File: src/rtl/btt_pkg.sv
// Shared types and default constants for the branch target table.
package btt_pkg;

  typedef enum logic {
    IDLE  = 1'b0,
    SWEEP = 1'b1
  } sweep_state_e;

  localparam int BTT_D_DEFAULT      = 10;
  localparam int BTT_A_DEFAULT      = 8;
  localparam int BTT_DEPTH_DEFAULT  = 32;
  localparam int BTT_DEFAULT_TARGET = 0;

  // Width of an index that just covers DEPTH entries (never below 1 bit).
  function automatic int btt_idx_width(input int depth);
    return (depth > 1) ? $clog2(depth) : 1;
  endfunction

endpackage

File: src/rtl/btt_sweep_ctrl.sv
// Invalidate-sweep controller: walks every entry index once after reset or a clear request.
module btt_sweep_ctrl
  import btt_pkg::*;
#(
  parameter int DEPTH = BTT_DEPTH_DEFAULT,
  parameter int IW    = btt_idx_width(BTT_DEPTH_DEFAULT)
) (
  input  logic          Clk,
  input  logic          Reset,
  input  logic          clear,
  output logic          busy,
  output logic          sweep_we,
  output logic [IW-1:0] sweep_idx
);

  localparam logic [IW-1:0] LAST_IDX = IW'(DEPTH - 1);

  sweep_state_e  state_q, state_d;
  logic [IW-1:0] idx_q, idx_d;

  always_comb begin
    state_d = state_q;
    idx_d   = idx_q;
    case (state_q)
      IDLE: begin
        if (clear) begin
          state_d = SWEEP;
          idx_d   = '0;
        end
      end
      SWEEP: begin
        // A clear arriving mid-sweep is ignored; the sweep simply runs on.
        if (idx_q == LAST_IDX) begin
          state_d = IDLE;
          idx_d   = '0;
        end else begin
          idx_d = idx_q + 1'b1;
        end
      end
      default: begin
        state_d = SWEEP;
        idx_d   = '0;
      end
    endcase
  end

  always_ff @(posedge Clk) begin
    if (Reset) begin
      state_q <= SWEEP;
      idx_q   <= '0;
    end else begin
      state_q <= state_d;
      idx_q   <= idx_d;
    end
  end

  assign busy      = (state_q == SWEEP);
  assign sweep_we  = busy;
  assign sweep_idx = idx_q;

endmodule

File: src/rtl/branch_target_table.sv
// Direct-indexed branch target table with a valid bit per entry, 1-cycle lookup
// and a sequential invalidate sweep in place of a storage reset.
module branch_target_table
  import btt_pkg::*;
#(
  parameter int             D              = BTT_D_DEFAULT,
  parameter int             A              = BTT_A_DEFAULT,
  parameter int             DEPTH          = BTT_DEPTH_DEFAULT,
  parameter logic [D-1:0]   DEFAULT_TARGET = D'(BTT_DEFAULT_TARGET)
) (
  input  logic         Clk,
  input  logic         Reset,
  input  logic         clear,
  input  logic         rd_en,
  input  logic [A-1:0] rd_addr,
  output logic [D-1:0] rd_target,
  output logic         rd_hit,
  output logic         rd_valid,
  input  logic         wr_en,
  input  logic [A-1:0] wr_addr,
  input  logic [D-1:0] wr_data,
  output logic         busy
);

  localparam int          IW      = btt_idx_width(DEPTH);
  localparam int          AW1     = A + 1;
  localparam logic [A:0]  DEPTH_W = AW1'(DEPTH);

  logic          sweep_we;
  logic [IW-1:0] sweep_idx;

  btt_sweep_ctrl #(
    .DEPTH (DEPTH),
    .IW    (IW)
  ) u_sweep_ctrl (
    .Clk       (Clk),
    .Reset     (Reset),
    .clear     (clear),
    .busy      (busy),
    .sweep_we  (sweep_we),
    .sweep_idx (sweep_idx)
  );

  logic [D-1:0] target_mem [DEPTH];
  logic         valid_mem  [DEPTH];

  logic          wr_in_range, rd_in_range, wr_accept;
  logic [IW-1:0] wr_idx, rd_idx, mem_idx;
  logic          mem_we, mem_valid;
  logic [D-1:0]  mem_data;

  assign wr_in_range = ({1'b0, wr_addr} < DEPTH_W);
  assign rd_in_range = ({1'b0, rd_addr} < DEPTH_W);
  assign wr_idx      = wr_addr[IW-1:0];
  assign rd_idx      = rd_addr[IW-1:0];
  // Clear in the same cycle beats a program request.
  assign wr_accept   = wr_en & ~busy & ~clear & ~Reset & wr_in_range;

  always_comb begin
    mem_we    = sweep_we | wr_accept;
    mem_idx   = wr_idx;
    mem_data  = wr_data;
    mem_valid = 1'b1;
    if (sweep_we) begin
      mem_idx   = sweep_idx;
      mem_data  = DEFAULT_TARGET;
      mem_valid = 1'b0;
    end
  end

  always_ff @(posedge Clk) begin
    if (mem_we) begin
      target_mem[mem_idx] <= mem_data;
      valid_mem[mem_idx]  <= mem_valid;
    end
  end

  logic [D-1:0] rd_target_q, rd_target_d;
  logic         rd_hit_q, rd_hit_d;
  logic         rd_valid_q, rd_valid_d;

  always_comb begin
    rd_valid_d  = rd_en;
    rd_target_d = rd_target_q;
    rd_hit_d    = rd_hit_q;
    if (rd_en) begin
      rd_target_d = DEFAULT_TARGET;
      rd_hit_d    = 1'b0;
      if (!busy && rd_in_range) begin
        if (wr_accept && (wr_idx == rd_idx)) begin
          rd_target_d = wr_data;
          rd_hit_d    = 1'b1;
        end else if (valid_mem[rd_idx]) begin
          rd_target_d = target_mem[rd_idx];
          rd_hit_d    = 1'b1;
        end
      end
    end
  end

  always_ff @(posedge Clk) begin
    if (Reset) begin
      rd_valid_q  <= 1'b0;
      rd_hit_q    <= 1'b0;
      rd_target_q <= DEFAULT_TARGET;
    end else begin
      rd_valid_q  <= rd_valid_d;
      rd_hit_q    <= rd_hit_d;
      rd_target_q <= rd_target_d;
    end
  end

  assign rd_valid  = rd_valid_q;
  assign rd_hit    = rd_hit_q;
  assign rd_target = rd_target_q;

endmodule

File: config.mk
export PLATFORM = sky130hd
export DESIGN_NAME = branch_target_table
export DESIGN_NICKNAME = d
export VERILOG_FILES = /design/src/rtl/btt_pkg.sv /design/src/rtl/btt_sweep_ctrl.sv /design/src/rtl/branch_target_table.sv
export SDC_FILE = /design/constraint.sdc
export NUM_CORES = 1
export LEC_CHECK = 0
export BUFFER_PORTS_ARGS = -buffer_cell sky130_fd_sc_hd__clkbuf_2
export CAP_MARGIN = 20
export CORE_AREA = 2 2 211 151
export CTS_CLUSTER_SIZE = 16
export DETAILED_ROUTE_END_ITERATION = 10
export DIE_AREA = 0 0 213 153
export PLACE_DENSITY = 0.66
export SYNTH_ARGS = -nofsm -noshare
export SYNTH_HDL_FRONTEND = slang
export SYNTH_SLANG_ARGS = --single-unit
File: constraint.sdc
create_clock -name Clk -period 2.7 [get_ports Clk]
set_input_delay 0.135 -clock Clk [delete_from_list [all_inputs] [get_ports Clk]]
set_output_delay 0.135 -clock Clk [all_outputs]
set_load 0.1 [all_outputs]
==> out/qor.yml, run 1 <==
cells_and_area:
  fillers: 2369
  num_antenna_cells: 0
  nets: 955
  final_cell_mix: "edfxtp_1, mux4_2, buf_4"
  layoutNonFillerInstCount: 1368
  fin_util: 0.558
  area.sequential_um2: 10900
  final_common_cell: "edfxtp_1"
  multiInputGateArea_um2: 3590
  drive_above_1_share: 0.278
  syn_to_final_growth_pct: 15.3
logic_synthesis:
  ys_seq_elements: 370
  yosys_warnings: 0
  syn_area_um2: 14800
  netlist_instances: 800
  syn_nets: 833
  synth_ff_type: "edfxtp_1"
  synth_edf_count: 352
  avgSynthCellArea_um2: 18.5
  synthArstFlopShare: 0
  yosysSeqAreaShare: 0.738
  synth_cell_types: 47
sta:
  max_freq_ghz: 0.420
  setup_viol_count_final: 0
  hold_slack_ps: 85.6
  rsz0062_at_grt: "no"
  finClkSkew_ps: 17.1
  min_period_ps: 2380
  fin_crit_sh: 0.882
  fin_ws_ps: 318
  maxSlewHeadroom: 0.317
  slew_viol_final: 0
  finalHoldViolations: 0
  tightest_slew_ps: 1020
  final.setup.tns_ps: 0
setup_path:
  reg2reg_from: "u_sweep_ctrl.busy"
  worst_ep_arrival_time_ps: 2650
  crit_path_start_kind: "flop"
  worstPathRequired_ps: 2970
  path_max_fanout: 16
  worst_setup_path_end_kind: "flop"
  criticalPathCategory: "reg2reg"
  crit_start: "u_sweep_ctrl.busy"
detailed_routing:
  remaining_drc_errors: 0
  routed_via_density: 5.79
  dr.pass1.iters: 5
  vias: 7917
  drtIter0Drc: 972
  ant_nets: 0
  routed_wl_mm: 34.4
  post_drt_wl_per_cell_um: 25.2
placed_design:
  dpl_worst_slack_ps: 365
  placed_cells: 1294
  numPortBuffers: 43
  hpwl_mm: 22.2
  place_congestion: 0.817
pwr:
  combPwrFrac: 0.049
  power.internal_mw: 9.18
  power.density_nw_per_um2: 677
  peakVddDrop_mv: 0.438
  switching_share: 0.206
  switchingPower_mw: 2.38
  p_seq_frac: 0.542
  clkPwrFrac: 0.409
  p_leak_nw: 5.76
die:
  initial_core_util: 0.484
  dieArea_um2: 32600
  placementRows: 54
  die_w_um: 213
  ios: 44
  die_h_um: 153
  fp.coreArea_um2: 30600
global_routing:
  grt_pass1_wl_mm: 51.3
  grt_max_degree: 43
  grt_use_total: 0.218
  antenna_found_initial: 0
  grt_pass1_vias: 7850
  grt_remaining_overflow: 0
cts:
  cts_buffers: 35
  post-cts-setup-buffer-count: 0
  clock_latency_ps: 530
  cts_resized: 0
  htreeDepth: 2
  cts_tree: "yes"
  postCtsHoldBufs: 11
  path_clk_slew_ps: 60
  cts-root-buf: "clkbuf_16"
  clockBufferDepth: 3
  cts.sinks: 370
run:
  maxCapViolCount: 0
worst_hold_path:
  hold_path.class: "in2reg"
  hold_start: "Reset"
status:
  outcome: "finished clean"
## cell usage after synthesis, types with 4 or more instances
| library cell | number | area share |
|---|---|---|
| xnor2_1 | 5 | 0.0030 |
| buf_4 | 10 | 0.0051 |
| mux2i_1 | 27 | 0.018 |
| mux4_2 | 69 | 0.10 |
| o2bb2ai_1 | 9 | 0.0053 |
| edfxtp_1 | 352 | 0.71 |
| mux2_2 | 20 | 0.015 |
| nor2b_1 | 23 | 0.0097 |
| nand2_1 | 18 | 0.0046 |
| o21ai_0 | 22 | 0.0074 |
| a21oi_1 | 37 | 0.012 |
| o22ai_1 | 18 | 0.0076 |
| buf_6 | 6 | 0.0046 |
| buf_2 | 8 | 0.0027 |
| clkbuf_1 | 10 | 0.0025 |
| a22oi_1 | 6 | 0.0030 |
| a32oi_1 | 4 | 0.0024 |
| dfxtp_1 | 18 | 0.024 |
| nor2_1 | 66 | 0.017 |
| a211o_1 | 9 | 0.0053 |
| nand3_1 | 8 | 0.0027 |
| inv_1 | 17 | 0.0043 |
## state kept, by name, summed over array words and instances, names as in the netlist
signal                  flops
rd_target                  10
u_sweep_ctrl.busy           1
u_sweep_ctrl.sweep_idx      5
rd_hit                      1
target_mem                320
valid_mem                  32
rd_valid                    1
## power by group through the flow
stage / registers (mW) / clock network (mW) / logic [mW]
3_3_place_gp: 6.39 / 0 / 0.553
6_report: 6.27 / 4.73 / 0.564
5_1_grt: 6.27 / 5.01 / 0.604
2_1_floorplan: 6.39 / 0 / 0.358
3_5_place_dp: 6.39 / 0 / 0.556
4_1_cts: 6.27 / 4.80 / 0.568
## metrics by stage
step           total power [mW]  instance area [µm²]
4_1_cts                    11.6                17100
2_1_floorplan              6.75                14800
5_1_grt                    11.9                17100
3_3_place_gp               6.94                15900
3_5_place_dp               6.95                15900
6_report                   11.6                17100
## cell families after synthesis
logic type | count (synthesis) | share of synthesized area
fa+ha+maj | 2 | 0.00169
compound gates | 112 | 0.0480
simple gates | 138 | 0.0459
xor+xnor | 5 | 0.00295
buf+inv | 55 | 0.0220
mux | 118 | 0.142
flops | 370 | 0.738
## worst max-delay path, cell delays in order, from the launching register on
cell	delay, ps
dfxtp_2	510
nor2_2	110
nand4b_1	230
nor2_1	90
a32oi_1	760
nor2_1	180
buf_4	250
## final timing paths
| path | endpoint | slack [ps] | cells after the start |
|---|---|---|---|
| min | u_sweep_ctrl.sweep_idx[1] | 90 | 3 |
| min reg2reg | rd_hit | 490 | 2 |
| max | target_mem[1][0] | 320 | 6 |
| max reg2reg | target_mem[1][0] | 320 | 6 |
## layer usage
layer,GRT usage,up-vias,part of all wire
li1,-,3465,-
met1,0.341,4087,0.45
met2,0.314,323,0.44
met3,0.0425,42,0.084
met4,0.0596,0,0.022
met5,0,-,0
## cell type report
type | count | area share
tap | 420 | 0.0308
multi-input combinational | 375 | 0.210
clock inverter | 19 | 0.00784
sequential | 370 | 0.640
timing repair buffer | 123 | 0.0521
inverter | 17 | 0.00373
clock buffer | 44 | 0.0557
No activity file was read; power rests on OpenSTA's default activity.
==> inputs of run 2 (changes only) <==
--- a/config.mk
+++ b/config.mk
@@ -11,7 +11,7 @@
 export CTS_CLUSTER_SIZE = 16
 export DETAILED_ROUTE_END_ITERATION = 10
 export DIE_AREA = 0 0 213 153
-export PLACE_DENSITY = 0.66
+export PLACE_DENSITY = 0.68
 export SYNTH_ARGS = -nofsm -noshare
 export SYNTH_HDL_FRONTEND = slang
 export SYNTH_SLANG_ARGS = --single-unit
==> constraint.sdc (replaced) <==
create_clock -name Clk -period 2 [get_ports Clk]
set_input_delay 0.1 -clock Clk [delete_from_list [all_inputs] [get_ports Clk]]
set_output_delay 0.1 -clock Clk [all_outputs]
set_load 0.1 [all_outputs]
==> run 2 against run 1 <==
Against the previous run:
- worst setup slack worse by 260 ps
- core utilization is 4.1 points higher
- via count is 2.9% higher
- combinational power is 70% higher
- clock power is 38% higher
- clock-buffer cell count is 1 lower
==> out/qor.yml, run 2 (synthesized netlist as in run 1, its figures left out) <==
detailed_routing:
  routed_wl_mm: 35.5  # was 34.4 mm
  dr.pass1.iters: 7  # was 5
  vias: 8145  # was 7917
  ant_nets: 0  # unchanged
  drtIter0Drc: 868  # was 972
  remaining_drc_errors: 0  # unchanged
  routed_via_density: 5.72  # was 5.79
  post_drt_wl_per_cell_um: 24.9  # was 25.2 µm
setup_path:
  path_max_fanout: 9  # was 16
  reg2reg_slack_ps: 60  # was 320 ps
  reg2reg_depth: 7  # was 6
  criticalPathCategory: "reg2reg"  # unchanged
  worstPathRequired_ps: 2280  # was 2970 ps
  reg2reg_from: "u_sweep_ctrl.busy"  # unchanged
  worst_setup_path_end_kind: "flop"  # unchanged
  rr_endpoint: "target_mem[16][4]"  # was target_mem[1][0]
  crit_path_start_kind: "flop"  # unchanged
  worst_ep_arrival_time_ps: 2220  # was 2650 ps
worst_hold_path:
  hold_start: "Reset"  # unchanged
  min_path_cells: 3  # unchanged
  hold_path_end: "u_sweep_ctrl.sweep_idx[4]"  # was u_sweep_ctrl.sweep_idx[1]
  hold_path.class: "in2reg"  # unchanged
placed_design:
  place_congestion: 0.835  # was 0.817
  dpl_worst_slack_ps: -50.7  # was 365 ps
  numPortBuffers: 43  # unchanged
  dpl_cell_area_um2: 17100  # was 15900 µm²
  placed_cells: 1350  # was 1294
  hpwl_mm: 24.2  # was 22.2 mm
sta:
  min_period_ps: 1940  # was 2380 ps
  finalHoldViolations: 0  # unchanged
  finClkSkew_ps: 15.8  # was 17.1 ps
  rsz0062_at_grt: "no"  # unchanged
  max_freq_ghz: 0.514  # was 0.420 GHz
  maxSlewHeadroom: 0.415  # was 0.317
  tightest_slew_ps: 878  # was 1020 ps
  setup_viol_count_final: 0  # unchanged
  slew_viol_final: 0  # unchanged
  fin_ws_ps: 55.9  # was 318 ps
  final.setup.tns_ps: 0  # unchanged
  hold_slack_ps: 35.4  # was 85.6 ps
  fin_crit_sh: 0.972  # was 0.882
cells_and_area:
  regMostFlops: "target_mem"  # unchanged
  final_cell_mix: "edfxtp_1, buf_4, mux4_2"  # was edfxtp_1, mux4_2, buf_4
  fin_util: 0.600  # was 0.558
  stdcell_area_um2: 18400  # was 17100 µm²
  num_antenna_cells: 0  # unchanged
  layoutNonFillerInstCount: 1425  # was 1368
  largest_register_ffs: 320  # unchanged
  nets: 1012  # was 955
  final_common_cell: "edfxtp_1"  # unchanged
  drive_above_1_share: 0.372  # was 0.278
  syn_to_final_growth_pct: 23.9  # was 15.3%
  fillers: 2254  # was 2369
die:
  fp.coreArea_um2: 30600  # unchanged
  die_w_um: 213  # unchanged
  die_h_um: 153  # unchanged
  ios: 44  # unchanged
  initial_core_util: 0.484  # unchanged
  placementRows: 54  # unchanged
  dieArea_um2: 32600  # unchanged
cts:
  htreeDepth: 2  # unchanged
  cts-root-buf: "clkbuf_16"  # unchanged
  cts_buffers: 36  # was 35
  cts_tree: "yes"  # unchanged
  clockBufferDepth: 3  # unchanged
  post-cts-setup-buffer-count: 0  # unchanged
  clock_latency_ps: 520  # was 530 ps
  path_clk_slew_ps: 60  # about the same
  cts.sinks: 370  # unchanged
global_routing:
  grt_use_total: 0.224  # was 0.218
  grt_pass1_vias: 8262  # was 7850
  grt_remaining_overflow: 0  # unchanged
  grt_pass1_wl_mm: 52.6  # was 51.3 mm
  antenna_found_initial: 0  # unchanged
  grt_max_degree: 33  # was 43
pwr:
  p_total_mw: 16.0  # was 11.6 mW
  peakVddDrop_mv: 0.744  # was 0.438 mV
  power.density_nw_per_um2: 869  # was 677 nW/µm²
  p_leak_nw: 6.17  # was 5.76 nW
status:
  outcome: "finished clean"  # unchanged
run:
  maxCapViolCount: 0  # unchanged
run 2: repair_timing:
item	in CTS	in global routing
endpoints found under the setup margin	0	97
gates resized for setup	0	3
hold endpoints to repair	13	0
hold buffers	11	0
run 2: cell type report:
type	count	area, µm²	share of cell area
clock buffers	43	958	0.0522
clock inverters	21	173	0.00941
inverters	17	67.6	0.00368
multi-input cells	375	3960	0.216
flip-flops and latches	370	10900	0.596
well taps	420	526	0.0286
repair buffers	179	1740	0.0946
run 2: worst max-delay path by stage:
stage | cells past startpoint | slack (ps) | startpoint | endpoint
after floorplan | 4 | -220 | u_sweep_ctrl.busy | target_mem[0][1]
after global placement | 8 | -50 | rd_addr[0] | rd_target[4]
after detailed placement | 8 | -50 | rd_addr[0] | rd_target[4]
after CTS | 5 | 20 | u_sweep_ctrl.busy | target_mem[20][5]
after global routing | 6 | 1 | u_sweep_ctrl.busy | target_mem[27][5]
final | 7 | 60 | u_sweep_ctrl.busy | target_mem[16][4]
run 2: power breakdown:
group,internal [mW],leakage [nW],switching [mW]
Combinational,0.430,2.21,0.526
Sequential,8.44,3.41,0.0268
Clock,3.71,0.552,2.83
run 2: critical path, cell delays in order (launching register included):
cell and delay [ps]:
dfxtp_4 370, nor2_2 60, nand4b_1 80, buf_4 150
nor2_4 50, a32oi_4 670, nor2_4 120, buf_12 180
run 2: routing by layer:
layer	global-route usage	part of all wire
met1	0.329	0.44
met4	0.0629	0.023
met3	0.0526	0.080
met5	0	0
met2	0.338	0.46
